<file path="config.mk">
export PLATFORM = sky130hd
export DESIGN_NAME = io_input_conditioner
export DESIGN_NICKNAME = d
export VERILOG_FILES = /design/src/rtl/io_pkg.sv /design/src/rtl/io_input_conditioner_debounce_bit.sv /design/src/rtl/io_input_conditioner.sv
export SDC_FILE = /design/constraint.sdc
export NUM_CORES = 1
export LEC_CHECK = 0
export ABC_CLOCK_PERIOD_IN_PS = 1650
export BUFFER_PORTS_ARGS = -buffer_cell sky130_fd_sc_hd__clkbuf_2
export CAP_MARGIN = 20
export CORE_MARGIN = 1
export CORE_UTILIZATION = 50
export CTS_CLUSTER_SIZE = 12
export DETAILED_ROUTE_END_ITERATION = 10
export GPL_TIMING_DRIVEN = 0
export PLACE_DENSITY_LB_ADDON = 0.25
export SLEW_MARGIN = 20
export SYNTH_ARGS = -nofsm -noshare
export SYNTH_HDL_FRONTEND = slang
export SYNTH_SLANG_ARGS = --single-unit
export TNS_END_PERCENT = 5
</file>
<file path="constraint.sdc">
create_clock -name i_clk -period 1.65 [get_ports i_clk]
set_clock_uncertainty 0.1 [all_clocks]
set_input_delay 0.33 -clock i_clk [delete_from_list [all_inputs] [get_ports i_clk]]
set_output_delay 0.33 -clock i_clk [all_outputs]
set_load 0.01 [all_outputs]
</file>
<file path="src/rtl/io_pkg.sv">
// Shared defaults and helpers for board-input conditioning.
// No datapath latency; constants only.
// No flow control; consumed at elaboration time.
package io_pkg;

    localparam int SW_WIDTH_DEF     = 32;
    localparam int BTN_WIDTH_DEF    = 4;
    localparam int SYNC_STAGES_DEF  = 2;

    // 10 ms sample period at 50 MHz, three agreeing samples to accept a level
    localparam int TICK_DIV_DEF     = 500000;
    localparam int STABLE_TICKS_DEF = 3;

    // Buttons are active-low at the pin, so "released" is a high level
    localparam logic BTN_RELEASED   = 1'b1;
    localparam logic SW_RST_VAL     = 1'b0;

    function automatic int cnt_width(input int n);
        return (n > 1) ? $clog2(n) : 1;
    endfunction

endpackage

</file>
<file path="src/rtl/io_input_conditioner_debounce_bit.sv">
// One input bit: synchroniser chain plus tick-sampled stability filter.
// Latency SYNC_STAGES + (STABLE_TICKS-1..STABLE_TICKS) ticks from pin to o_q.
// No backpressure; free-running, state advances only on i_tick.
module debounce_bit
    import io_pkg::*;
#(
    parameter int   SYNC_STAGES  = SYNC_STAGES_DEF,
    parameter int   STABLE_TICKS = STABLE_TICKS_DEF,
    parameter logic RST_VAL      = 1'b0
) (
    input  logic i_clk,
    input  logic i_rst,
    input  logic i_tick,
    input  logic i_d,
    output logic o_q,
    output logic o_q_nxt
);

    localparam int             CW       = cnt_width(STABLE_TICKS);
    localparam logic [CW-1:0]  CNT_LAST = CW'(STABLE_TICKS - 1);

    logic [SYNC_STAGES-1:0] sync_q;
    logic                   synced;
    logic [CW-1:0]          cnt_q;
    logic [CW-1:0]          cnt_nxt;
    logic                   q_nxt;

    assign synced  = sync_q[SYNC_STAGES-1];
    assign o_q_nxt = q_nxt;

    // A differing level must persist for STABLE_TICKS ticks in a row;
    // any matching sample in between restarts the count.
    always_comb begin
        cnt_nxt = cnt_q;
        q_nxt   = o_q;
        if (i_tick) begin
            if (synced == o_q) begin
                cnt_nxt = '0;
            end else if (cnt_q == CNT_LAST) begin
                q_nxt   = synced;
                cnt_nxt = '0;
            end else begin
                cnt_nxt = cnt_q + 1'b1;
            end
        end
    end

    always_ff @(posedge i_clk) begin
        if (i_rst) begin
            sync_q <= {SYNC_STAGES{RST_VAL}};
            cnt_q  <= '0;
            o_q    <= RST_VAL;
        end else begin
            sync_q <= {sync_q[SYNC_STAGES-2:0], i_d};
            cnt_q  <= cnt_nxt;
            o_q    <= q_nxt;
        end
    end

endmodule

</file>
<file path="src/rtl/io_input_conditioner.sv">
// Debounces slide switches and push-buttons; emits one-cycle press pulses.
// Latency SYNC_STAGES + (STABLE_TICKS-1)*TICK_DIV + 1 .. SYNC_STAGES + STABLE_TICKS*TICK_DIV.
// No backpressure; outputs are level registers sampled freely by the LSU.
module io_input_conditioner
    import io_pkg::*;
#(
    parameter int SW_WIDTH     = SW_WIDTH_DEF,
    parameter int BTN_WIDTH    = BTN_WIDTH_DEF,
    parameter int SYNC_STAGES  = SYNC_STAGES_DEF,
    parameter int TICK_DIV     = TICK_DIV_DEF,
    parameter int STABLE_TICKS = STABLE_TICKS_DEF
) (
    input  logic                 i_clk,
    input  logic                 i_rst,
    input  logic [SW_WIDTH-1:0]  i_sw_raw,
    input  logic [BTN_WIDTH-1:0] i_btn_raw,
    output logic [SW_WIDTH-1:0]  o_io_sw,
    output logic [BTN_WIDTH-1:0] o_io_btn,
    output logic [BTN_WIDTH-1:0] o_btn_press
);

    localparam int            TW        = cnt_width(TICK_DIV);
    localparam logic [TW-1:0] TICK_LAST = TW'(TICK_DIV - 1);

    logic [TW-1:0]        tick_cnt_q;
    logic                 tick;
    logic [SW_WIDTH-1:0]  sw_nxt_unused;
    logic [BTN_WIDTH-1:0] btn_nxt;

    assign tick = (tick_cnt_q == TICK_LAST);

    always_ff @(posedge i_clk) begin
        if (i_rst) begin
            tick_cnt_q <= '0;
        end else if (tick) begin
            tick_cnt_q <= '0;
        end else begin
            tick_cnt_q <= tick_cnt_q + 1'b1;
        end
    end

    for (genvar g = 0; g < SW_WIDTH; g++) begin : g_sw
        debounce_bit #(
            .SYNC_STAGES  (SYNC_STAGES),
            .STABLE_TICKS (STABLE_TICKS),
            .RST_VAL      (SW_RST_VAL)
        ) u_deb (
            .i_clk   (i_clk),
            .i_rst   (i_rst),
            .i_tick  (tick),
            .i_d     (i_sw_raw[g]),
            .o_q     (o_io_sw[g]),
            .o_q_nxt (sw_nxt_unused[g])
        );
    end

    for (genvar g = 0; g < BTN_WIDTH; g++) begin : g_btn
        debounce_bit #(
            .SYNC_STAGES  (SYNC_STAGES),
            .STABLE_TICKS (STABLE_TICKS),
            .RST_VAL      (BTN_RELEASED)
        ) u_deb (
            .i_clk   (i_clk),
            .i_rst   (i_rst),
            .i_tick  (tick),
            .i_d     (i_btn_raw[g]),
            .o_q     (o_io_btn[g]),
            .o_q_nxt (btn_nxt[g])
        );
    end

    // Built from the filter's next value so the pulse lands in the same
    // cycle that o_io_btn first reads pressed, not one cycle later.
    always_ff @(posedge i_clk) begin
        if (i_rst) begin
            o_btn_press <= '0;
        end else begin
            o_btn_press <= o_io_btn & ~btn_nxt;
        end
    end

endmodule

</file>
# After elaboration in Yosys (flattened, before gate mapping)

Index checks and enable logic that the tools add are counted.
Widths: inputs -> output; s select.

Word-level logic and storage cells: 371
Register bits: 203
Input bits: 38

Add/subtract/negate cells: 37
Bitwise gates (word level): 34
Mux-type cells: 84
Equality and inequality tests: 73
Reductions and logical operators: 33

Operators with widths:

| cell                  | count |
|---|---|
| $mux 2                | 72 |
| $reduce_and 3->1      | 32 |
| $add 2x1->2 const B   | 36 |
| $eq 2x2->1 const B    | 36 |
| $eq 1x1->1            | 36 |
| $not 1->1             | 32 |
| $add 19x1->19 const B | 1 |
| $eq 19x19->1 const B  | 1 |
| $mux 1                | 12 |
| $and 4x4->4           | 1 |
| $not 4->4             | 1 |
| $reduce_or 2->1       | 1 |

# Longest topological paths before layout

Gate-level depths: netlist of the first run.

Depth after elaboration: 6
Mapped depth: 9
Mapped depth without buffers: 5

# By module

A second synthesis of the first run with hierarchy kept.

Cells, all modules: 794
Area total of the unflattened synthesis: 8,509.4 sq um

By module, submodules not included:

| module                            | area an instance (sq um) | cells each | times used |
|---|---|---|---|
| debounce_bit (g_sw[0].u_deb ...)  | 209.0                    | 19         | 32 |
| io_input_conditioner              | 1,007.2                  | 110        | 1 |
| debounce_bit (g_btn[0].u_deb ...) | 203.9                    | 19         | 4 |

# Least setup slack after synthesis of the first run

No wires, ideal clock.

Path type: reg-to-reg
From: register tick_cnt_q[0]
To: register g_btn[1].u_deb.cnt_q[1]
Arrival: 1,606 ps
Clock period less this slack: 1,777 ps
Library setup time: 70 ps
Slack: -127 ps
Cell stages (with the launch flop): 7
Cells stage by stage: dfxtp_1 ha_1 and4_4 nand2_4 buf_6 or4_1 a21oi_1

Longest elaborated chain between the ends: 1

Ends and longest elaborated chain:

| what                   | RTL line                                | source |
|---|---|---|
| from (decl)            | io_input_conditioner.sv:25              | `logic [TW-1:0] tick_cnt_q;` |
| from (signal assigned) | io_input_conditioner.sv:38              | `tick_cnt_q <= tick_cnt_q + 1'b1;` |
| $eq 19x19->1           | io_input_conditioner.sv:30              | `assign tick = (tick_cnt_q == TICK_LAST);` |
| to (signal assigned)   | io_input_conditioner_debounce_bit.sv:55 | `cnt_q <= cnt_nxt;` |
| to (decl)              | io_input_conditioner_debounce_bit.sv:24 | `logic [CW-1:0] cnt_q;` |

No other way between the ends.
A chain may end at the register's enable or synchronous reset.

# Worst setup path after layout of the first run

From: register tick_cnt_q[10]
To: register g_btn[1].u_deb.o_q

Longest elaborated chain between the ends: 2

Ends and longest elaborated chain:

| what                 | RTL line                                | source |
|---|---|---|
| $eq 19x19->1         | io_input_conditioner.sv:30              |  |
| $mux 1               | io_input_conditioner_debounce_bit.sv:36 | `if (i_tick) begin` |
| to (signal assigned) | io_input_conditioner_debounce_bit.sv:56 | `o_q <= q_nxt;` |
| to (decl)            | io_input_conditioner_debounce_bit.sv:15 | `output logic o_q,` |

No other way between the ends.

==> results of run 1 <==
## registers in the layout, summed over array words and instances, names as in the netlist
register / count
g_btn.u_deb.cnt_q: 8
g_btn.u_deb.o_q: 4
o_btn_press: 4
g_sw.u_deb.o_q: 32
tick_cnt_q: 19
g_btn.u_deb.sync_q: 8
g_sw.u_deb.sync_q: 64
g_sw.u_deb.cnt_q: 64
## cell families after synthesis
logic type	Yosys count
compound gates	235
simple gates	339
fa+ha+maj	1
buf+inv	116
flops	203
xor+xnor	43
## metrics by stage
step	hold slack [ps]	area (µm²)	setup WS, ps	power, mW	std cells
CTS	301	10700	-175	10.1	1320
finish	297	11100	-217	10.1	1329
floorplan	289	8480	-5.74	5.30	937
global route	334	11100	-292	10.4	1329
detailed placement	294	9140	-664	5.42	1234
global placement	291	9140	-632	5.41	1234
## layout make-up
class	count	area, µm²
clock buffer	31	624
multi-input combinational	618	3930
buffer	106	895
sequential	203	4090
tap	220	275
clock inverter	4	58.8
fill	1280	5450
timing repair buffer	142	1190
inverter	5	18.8
## repair_timing
action,CTS,global route
resized for setup,125,123
setup endpoints to repair,129,129
hold endpoints to repair,36,0
buffers inserted,13,4
gates cloned,6,7
hold buffers,36,0
pin swaps,27,31
## worst max-delay path by stage
stage / start / end / slack [ps] / depth (start not counted)
after global routing: tick_cnt_q[10] / g_btn[1].u_deb.o_q / -290 / 7
after CTS: tick_cnt_q[11] / g_sw[28].u_deb.cnt_q[0] / -180 / 8
after detailed placement: i_rst / g_sw[7].u_deb.o_q / -660 / 5
after global placement: i_rst / g_sw[7].u_deb.o_q / -630 / 5
final: tick_cnt_q[10] / g_btn[1].u_deb.o_q / -220 / 7
after floorplan: tick_cnt_q[5] / g_btn[1].u_deb.cnt_q[1] / -6 / 6
## worst reg2reg max path, cell delays in order (launching register included)
cell and delay [ps]:
dfxtp_4 350, nor4_4 320, buf_4 170, nand3_4 100, buf_6 170, buf_12 150, o31ai_1 230, o311ai_1 140
## cells in the final DEF, fill, tap and decap left out, types with 8 or more instances in the layout
cell and count:
nor2b_1 96, nand4b_1 34, o21ai_0 30, or2_2 8, buf_8 14, dlygate4sd3_1 36
nand3_1 37, buf_4 57, clkbuf_2 84, clkbuf_16 29, buf_6 13, nand2b_1 8
o21ai_2 20, o21ai_1 60, dfxtp_1 194, a21oi_1 107, nand4_1 73, nand2_1 8
nor2_1 44, xnor2_1 33, xor2_1 10, clkbuf_1 23
## power by group
group	total (mW)	switching, mW	internal [mW]
sequential	5.03	0.0421	4.99
combinational	0.363	0.180	0.182
clock	4.68	1.90	2.78
total	10.1	2.13	7.94
## layer usage
| metal | part of all wire [%] | GRT usage (%) | up-vias |
|---|---|---|---|
| li1 | - | - | 3619 |
| met1 | 45 | 32.5 | 3511 |
| met2 | 47 | 40.2 | 213 |
| met3 | 4.8 | 3.31 | 44 |
| met4 | 2.6 | 8.20 | 0 |
| met5 | 0 | 0 | - |
==> reports/results.tsv, run 1 <==
metric	value	unit
post-synthesis sequential area ratio	48.2	%
H-tree Lvls	1	
Rows	47	
CTS buffer count	22	
number of global-route vias before repair	6931	
drt wl/cell	16.5	µm
crit-path max cell delay	350	ps
Synth Area in Adders	0.149	%
grt total ovfl	0	
Clock Latency Late Sink	510	ps
Worst setup SP type	flip-flop	
initial antenna violation count	0	
Synthesized Nets	976	
largest net degree at the start of global routing	13	
Worst Path Arrival	2130	ps
Area Growth Syn to Fin	31.5	%
Clk Tree Root Cell	clkbuf_16	
post-synthesis instance total	937	
crit path cell chain	nor4_4 -> buf_4 -> nand3_4 -> buf_6 -> buf_12 -> o31ai_1 -> o311ai_1	
TNS Setup	-14190	ps
total track usage	24.2	%
Num Clock Sinks	203	
Reg clk slew, reported paths	60	ps
Core Box Area	16500	µm²
CP Max Fanout	10	
status	finished, violations left	
Synth Area in Simple Gates	24.6	%
most common cell in the netlist	dfxtp_1	
Nets	1137	
DR pass1 iterations	5	
layout cells sized above 1	26.1	%
r2r worst-path depth	7	
Synth area leaders	dfxtp_1 (48%), nor2b_1 (7.1%), a21oi_1 (6.8%)	
routed wire length	22.0	mm
Post-route DRC	0	
number of enable flip-flop cells after synthesis	0	
leading area contributor after synthesis	dfxtp_1	
Pins Over Slew Limit	0	
post-route ant nets	0	
yosys warns	0	
HP Class	flip-flop to flip-flop	
pwr/cell area	909	nW/µm²
Mean Syn Cell Area	8.99	µm²
Worst Hold Depth	1	
Syn Std Cell Area	8430	µm²
relative slew slack	47.6	%
RR Endpoint	g_btn[1].u_deb.o_q	
1st-iter DRT viols	466	
register bit count reported by yosys	203	
RSZ-0062 raised after global routing	yes	
die width	132	µm
leakage power	4.15	nW
commonest cells in the netlist	dfxtp_1 (203), a21oi_1 (114), o21ai_0 (111)	
Synth Area in Compound Gates	14.3	%
die area	17400	µm²
DP Wirelength	13.2	mm
Fin. Hold Viols	0	
Fmax achieved	0.536	GHz
Hold Crit Endpoint	g_btn[1].u_deb.sync_q[1]	
setup slack, reg-to-reg	-220	ps
Port Buffers	77	
failing checks	negative setup slack	
worst reg2reg startpoint	tick_cnt_q[10]	
Crit path required time	1910	ps
Vias per Instance	5.56	
hold path start	g_btn[1].u_deb.sync_q[0]	
first-pass GRT wire length	34.4	mm
XOR/XNOR share of the synthesized area	4.47	%
Final GP Congestion	0.795	
initial core utilization	51.0	%
Post-synth top flop	dfxtp_1	
# Max-Cap Violations	0	
crit path setup slack, layout	-217	ps
CP Capture Type	flip-flop	
Final Setup Violations	128	
CTS tree	built	
Setup CP Type	flip-flop to flip-flop	
ant diodes	0	
main combinational cell family by area after synthesis	simple AND/OR/NAND/NOR gates	
Max clock buf depth	3	
Die Y	132	µm
fin util	67.0	%
share of the synthesized area in the top cell type	48.2	%
Least-Margin Pin Slew	786	ps
Post-synth ARST share	0	%
worst vdd ir	0.000717	V
vias	7387	
Worst path slowest cell	dfxtp_4	
Buf/Inv on CP	3	
fin crit period	1870	ps
multiplexer share of the synthesized area	0	%
CP top delay family	buffers and inverters	
I/O Pins	78	
final cycle utilization of the critical path	113	%
library cells used by synthesis	36	
(Power assumes the default switching activity.)
==> inputs of run 2 (changes only) <==
--- a/config.mk
+++ b/config.mk
@@ -5,7 +5,7 @@
 export SDC_FILE = /design/constraint.sdc
 export NUM_CORES = 1
 export LEC_CHECK = 0
-export ABC_CLOCK_PERIOD_IN_PS = 1650
+export ABC_CLOCK_PERIOD_IN_PS = 1900
 export BUFFER_PORTS_ARGS = -buffer_cell sky130_fd_sc_hd__clkbuf_2
 export CAP_MARGIN = 20
 export CORE_MARGIN = 1
==> constraint.sdc (replaced) <==
create_clock -name i_clk -period 1.9 [get_ports i_clk]
set_clock_uncertainty 0.1 [all_clocks]
set_input_delay 0.38 -clock i_clk [delete_from_list [all_inputs] [get_ports i_clk]]
set_output_delay 0.38 -clock i_clk [all_outputs]
set_load 0.01 [all_outputs]
==> reports/results.tsv, run 2 (synthesis gave the netlist of run 1 again) <==
metric	value	unit
status	finished clean	
number of global-route vias before repair	6801	
Port Buffers	77	
total track usage	23.5	%
CP Launch Point	tick_cnt_q[0]	
crit path cell chain	ha_4 -> and4_4 -> buf_8 -> and2_4 -> buf_6 -> buf_12 -> buf_8 -> nand4b_1 -> a21oi_2	
initial core utilization	51.0	%
Fmax achieved	0.533	GHz
Num Clock Sinks	203	
routed wire length	20.4	mm
DR pass1 iterations	5	
Final Setup Violations	0	
placed inst area	9090	µm²
die area	17400	µm²
Max clock buf depth	3	
setup slack, reg-to-reg	20	ps
die width	132	µm
CP top delay family	buffers and inverters	
grt total ovfl	0	
leakage power	3.88	nW
vias	7198	
post-route ant nets	0	
DP Wirelength	13.2	mm
r2r worst-path depth	9	
RR Endpoint	g_sw[18].u_deb.cnt_q[0]	
TNS Setup	0	ps
pre-CTS WS	-441	ps
CTS buffer count	23	
Clock Latency Late Sink	500	ps
1st-iter DRT viols	526	
RSZ-0062 raised after global routing	yes	
Final Cell Area	10500	µm²
Die Y	132	µm
Rows	47	
Hold Crit Endpoint	g_sw[5].u_deb.sync_q[0]	
Crit path required time	2230	ps
Worst setup SP type	flip-flop	
Reg clk slew, reported paths	60	ps
layout cells sized above 1	21.6	%
Pins Over Slew Limit	0	
cell mode on critical path	buf_8	
pwr/cell area	863	nW/µm²
Vias per Instance	5.52	
ant diodes	0	
Final GP Congestion	0.789	
H-tree Lvls	1	
Worst Hold Depth	2	
Setup CP Type	flip-flop to flip-flop	
final cycle utilization of the critical path	98.7	%
HP Class	input port to flip-flop	
relative slew slack	54.3	%
Area Growth Syn to Fin	24.2	%
crit-path max cell delay	360	ps
CTS tree	built	
commonest non-fill, non-tap cells in the layout	dfxtp_1 (200), a21oi_1 (108), nor2b_1 (96), clkbuf_2 (90), o21ai_0 (80)	
largest net degree at the start of global routing	13	
Worst Path Arrival	2210	ps
# Max-Cap Violations	0	
Core Box Area	16500	µm²
Buf/Inv on CP	4	
I/O Pins	78	
crit path setup slack, layout	24.4	ps
first-pass GRT wire length	33.6	mm
Fin. Hold Viols	0	
total power	9.03	mW
worst vdd ir	0.000701	V
CP Max Fanout	10	
hold path start	i_sw_raw[5]	
fin util	63.3	%
Post-route DRC	0	
leading cell type in the layout, fill and taps excluded	dfxtp_1	
CP Capture Type	flip-flop	
initial antenna violation count	0	
Worst path slowest cell	dfxtp_4	
Clk Tree Root Cell	clkbuf_16	
Nets	1111	
drt wl/cell	15.6	µm
fin crit period	1880	ps
worst reg2reg startpoint	tick_cnt_q[0]	
Least-Margin Pin Slew	686	ps
top flop regs	g_sw.u_deb.cnt_q: 64 flops, g_sw.u_deb.sync_q: 64 flops, g_sw.u_deb.o_q: 32 flops	
==> run 2: cell count changes in the layout (fill, tap and decap cells not counted), moves of 3 or more <==
cell	change
clkbuf_16	-4
o21ai_0	+50
buf_8	-7
dfxtp_2	-4
o21ai_1	-33
clkbuf_2	+6
o21ai_2	-16
buf_16	-3
dfxtp_1	+6
dlygate4sd3_1	-8
clkbuf_1	+7
buf_4	-15
==> run 2: worst reg2reg max path, delay by kind of cell, from the launching register on <==
family          cells  cell delay (ps)
flops               1              360
buf+inv             4              540
simple gates        3              520
fa+ha+maj           1              120
compound gates      1              160
==> run 2: how the worst max path moves through the flow <==
| stage | to | slack [ps] | depth (start not counted) |
|---|---|---|---|
| detailed placement | g_sw[9].u_deb.o_q | -440 | 5 |
| finish | g_sw[18].u_deb.cnt_q[0] | 20 | 9 |
| global placement | g_sw[16].u_deb.o_q | -410 | 5 |
| CTS | g_sw[8].u_deb.cnt_q[0] | -5 | 8 |
| floorplan | g_btn[1].u_deb.cnt_q[1] | 120 | 6 |
| global route | g_sw[18].u_deb.cnt_q[0] | -60 | 9 |
==> run 2: power by group <==
part	total [mW]	switching [mW]	internal, mW
combinational	0.289	0.146	0.142
clock	4.37	1.66	2.71
sequential	4.37	0.0363	4.33
total	9.03	1.84	7.19
==> run 2: area by class of cell <==
class | instances | area, µm²
repair buffers | 112 | 751
clock buffers | 33 | 673
inverters | 5 | 18.8
clock inverters | 5 | 78.8
fillers | 1399 | 6060
flip-flops and latches | 203 | 4080
well taps | 220 | 275
multi-input cells | 618 | 3770
plain buffers | 109 | 826
==> run 2: repair_timing <==
item                                    CTS  global route
cloned                                    0             3
endpoints found under the setup margin  121           121
hold buffers                             28             0
resized for setup                        40            84
buffers inserted                          2             2
pin swaps                                 9            33
endpoints found under the hold margin    28             0
==> run 2: stage by stage <==
| step | std cells | hold slack [ps] |
|---|---|---|
| 6_report | 1305 | 9.58 |
| 5_1_grt | 1305 | 23.3 |
| 4_1_cts | 1302 | 1.66 |
| 3_5_place_dp | 1234 | 299 |
| 3_3_place_gp | 1234 | 291 |
| 2_1_floorplan | 937 | 289 |
==> run 2: per-layer routing <==
| layer | part of all wire, % | global-route usage [%] | vias to the layer above |
|---|---|---|---|
| li1 | - | - | 3558 |
| met1 | 47 | 32.2 | 3416 |
| met2 | 47 | 38.4 | 188 |
| met3 | 4.2 | 3.15 | 36 |
| met4 | 2.2 | 7.30 | 0 |
| met5 | 0 | 0 | - |
==> inputs of run 3 (changes only) <==
--- a/config.mk
+++ b/config.mk
@@ -17,5 +17,6 @@
 export SLEW_MARGIN = 20
 export SYNTH_ARGS = -nofsm -noshare
 export SYNTH_HDL_FRONTEND = slang
+export SYNTH_HIERARCHICAL = 1
 export SYNTH_SLANG_ARGS = --single-unit
 export TNS_END_PERCENT = 5
==> reports/results.tsv, run 3 <==
metric	value	unit
hold path start	i_sw_raw[18]	
setup slack, reg-to-reg	-880	ps
Die Y	130	µm
number of global-route vias before repair	5934	
CP Capture Type	flip-flop	
CP Max Fanout	5	
CP Launch Point	tick_cnt_q[10]	
failing checks	negative setup slack	
HP Class	input port to flip-flop	
Rows	46	
Synthesized Nets	801	
RR Endpoint	g_sw[28].u_deb/cnt_q[0]	
crit path setup slack, layout	-875	ps
Nets	962	
leakage power	3.76	nW
Fin. Hold Viols	0	
H-tree Lvls	1	
CP Capture Point	g_sw[28].u_deb/cnt_q[0]	
layout cells sized above 1	25.2	%
Final Setup Violations	129	
met1 wire length	7.48	mm
Fmax achieved	0.360	GHz
initial antenna violation count	0	
combinational cell fraction of total power	3.8	%
Post-route DRC	0	
pwr/cell area	812	nW/µm²
routed wire length	17.4	mm
post-synthesis instance total	762	
final cycle utilization of the critical path	146	%
Flop pwr share	49.9	%
Cell Int Power	6.94	mW
Vias per Instance	5.40	
1st-iter DRT viols	244	
Crit path required time	2190	ps
r2r worst-path depth	8	
first-pass GRT wire length	27.0	mm
Clock Latency Late Sink	490	ps
I/O Pins	78	
status	finished, violations left	
worst reg2reg startpoint	tick_cnt_q[10]	
Num Clock Sinks	203	
Max clock buf depth	3	
Sw Pwr	1.81	mW
Least-Margin Pin Slew	820	ps
Mean Syn Cell Area	10.7	µm²
largest net degree at the start of global routing	146	
CTS buffer count	22	
area of the multi-input gates	4180	µm²
grt total ovfl	0	
CTS tree	built	
Syn Std Cell Area	8150	µm²
routed wl met2	8.92	mm
Pins Over Slew Limit	0	
Core Box Area	15900	µm²
total track usage	19.4	%
RSZ-0062 raised after global routing	yes	
Setup CP Type	flip-flop to flip-flop	
DP Wirelength	9.26	mm
initial core utilization	51.3	%
post-route ant nets	0	
drt wl/cell	15.1	µm
Switching Share	20.6	%
top flop regs	g_sw.u_deb/cnt_q: 64 flops, g_sw.u_deb/sync_q: 64 flops, g_sw.u_deb/o_q: 32 flops	
worst vdd ir	0.000567	V
Port Buffers	77	
number of fill cells	1172	
# Max-Cap Violations	0	
total power	8.75	mW
relative slew slack	45.4	%
pre-CTS WS	-1510	ps
Final GP Congestion	0.733	
Worst Path Arrival	3060	ps
die width	130	µm
ant diodes	0	
yosys warns	6	
fin crit period	2780	ps
die area	16800	µm²
Area Growth Syn to Fin	32.2	%
vias	6225	
Clk Tree Root Cell	clkbuf_16	
DR pass1 iterations	5	
Reg clk slew, reported paths	60	ps
Worst setup SP type	flip-flop	
Sequential Area	4080	µm²
commonest non-fill, non-tap cells in the layout	dfxtp_1 (194), inv_1 (76), clkbuf_2 (76), nor2b_1 (64), nand2b_1 (64)	
met3 wire length	652	µm
leading cell type in the layout, fill and taps excluded	dfxtp_1	
top layer in use	met4	
power share of the clock group	46.3	%
-- run 3: cell types whose count changed in the layout (fill, tap and decap cells not counted), moves of 34 or more --
cell / before / now
mux2i_1: 0 / 37
nand2b_1: 8 / 64
nand3b_1: 0 / 36
o32ai_2: 0 / 34
o21ai_0: 80 / 1
nand4_1: 73 / 3
nand4b_1: 34 / 0
inv_1: 5 / 76
a21oi_1: 108 / 5
o32ai_1: 0 / 37
nand4bb_1: 0 / 36
-- run 3: critical path, stage by stage, from the launching register on --
cell	delay, ps
dfxtp_2	330
or4_4	520
or4_4	560
nor2_4	200
buf_12	140
buf_12	120
clkbuf_16	130
or4b_4	450
o32ai_2	110
-- run 3: worst min-delay path by stage --
| stage | to | slack [ps] | depth (start not counted) |
|---|---|---|---|
| 2_1_floorplan | g_btn[0].u_deb/sync_q[1] | 290 | 1 |
| 5_1_grt | g_sw[20].u_deb/sync_q[0] | 7 | 2 |
| 3_3_place_gp | g_btn[3].u_deb/sync_q[1] | 290 | 1 |
| 3_5_place_dp | g_btn[3].u_deb/sync_q[1] | 290 | 1 |
| 6_report | g_sw[18].u_deb/sync_q[0] | 20 | 2 |
| 4_1_cts | g_sw[18].u_deb/sync_q[0] | 1 | 2 |
-- run 3: final cells by class --
cell class / count / area share, %
Clock buffer: 36 / 6.35
Multi-Input combinational cell: 482 / 38.8
Clock inverter: 2 / 0.0929
Timing Repair Buffer: 136 / 11.6
Buffer: 2 / 0.174
Tap cell: 216 / 2.51
Sequential cell: 203 / 37.9
Inverter: 76 / 2.65
-- run 3: layer usage --
metal / global-route usage [%] / vias up
met5: 0 / -
li1: - / 3079
met4: 5.54 / 0
met1: 22.8 / 3019
met2: 35.9 / 104
met3: 3.67 / 23
-- run 3: power groups by stage --
stage / combinational (mW) / clock (mW) / sequential [mW]
after floorplan: 0.140 / 0 / 4.45
after global placement: 0.267 / 0 / 4.46
after detailed placement: 0.273 / 0 / 4.46
after CTS: 0.317 / 4.16 / 4.37
after global routing: 0.360 / 4.34 / 4.37
final: 0.330 / 4.05 / 4.37
-- run 3: per-stage QoR --
stage / hold slack (ps) / cell area, µm² / utilization, % / std cells / setup TNS [ps]
2_1_floorplan: 289 / 8160 / - / 762 / -222070
3_3_place_gp: 293 / 8810 / 55.5 / 1055 / -480510
3_5_place_dp: 294 / 8940 / 56.3 / 1060 / -130330
4_1_cts: 0.997 / 10400 / 65.3 / 1145 / -81510
5_1_grt: 7.09 / 10800 / 67.8 / 1153 / -89440
6_report: 17.8 / 10800 / 67.8 / 1153 / -81200
-- run 3: timing repair --
action | CTS | global route
hold endpoints to repair | 22 | 0
hold buffers | 22 | 0
setup buffers | 18 | 5
gates cloned | 8 | 3
pin swaps | 3 | 8
gates resized for setup | 32 | 62
setup endpoints to repair | 129 | 129
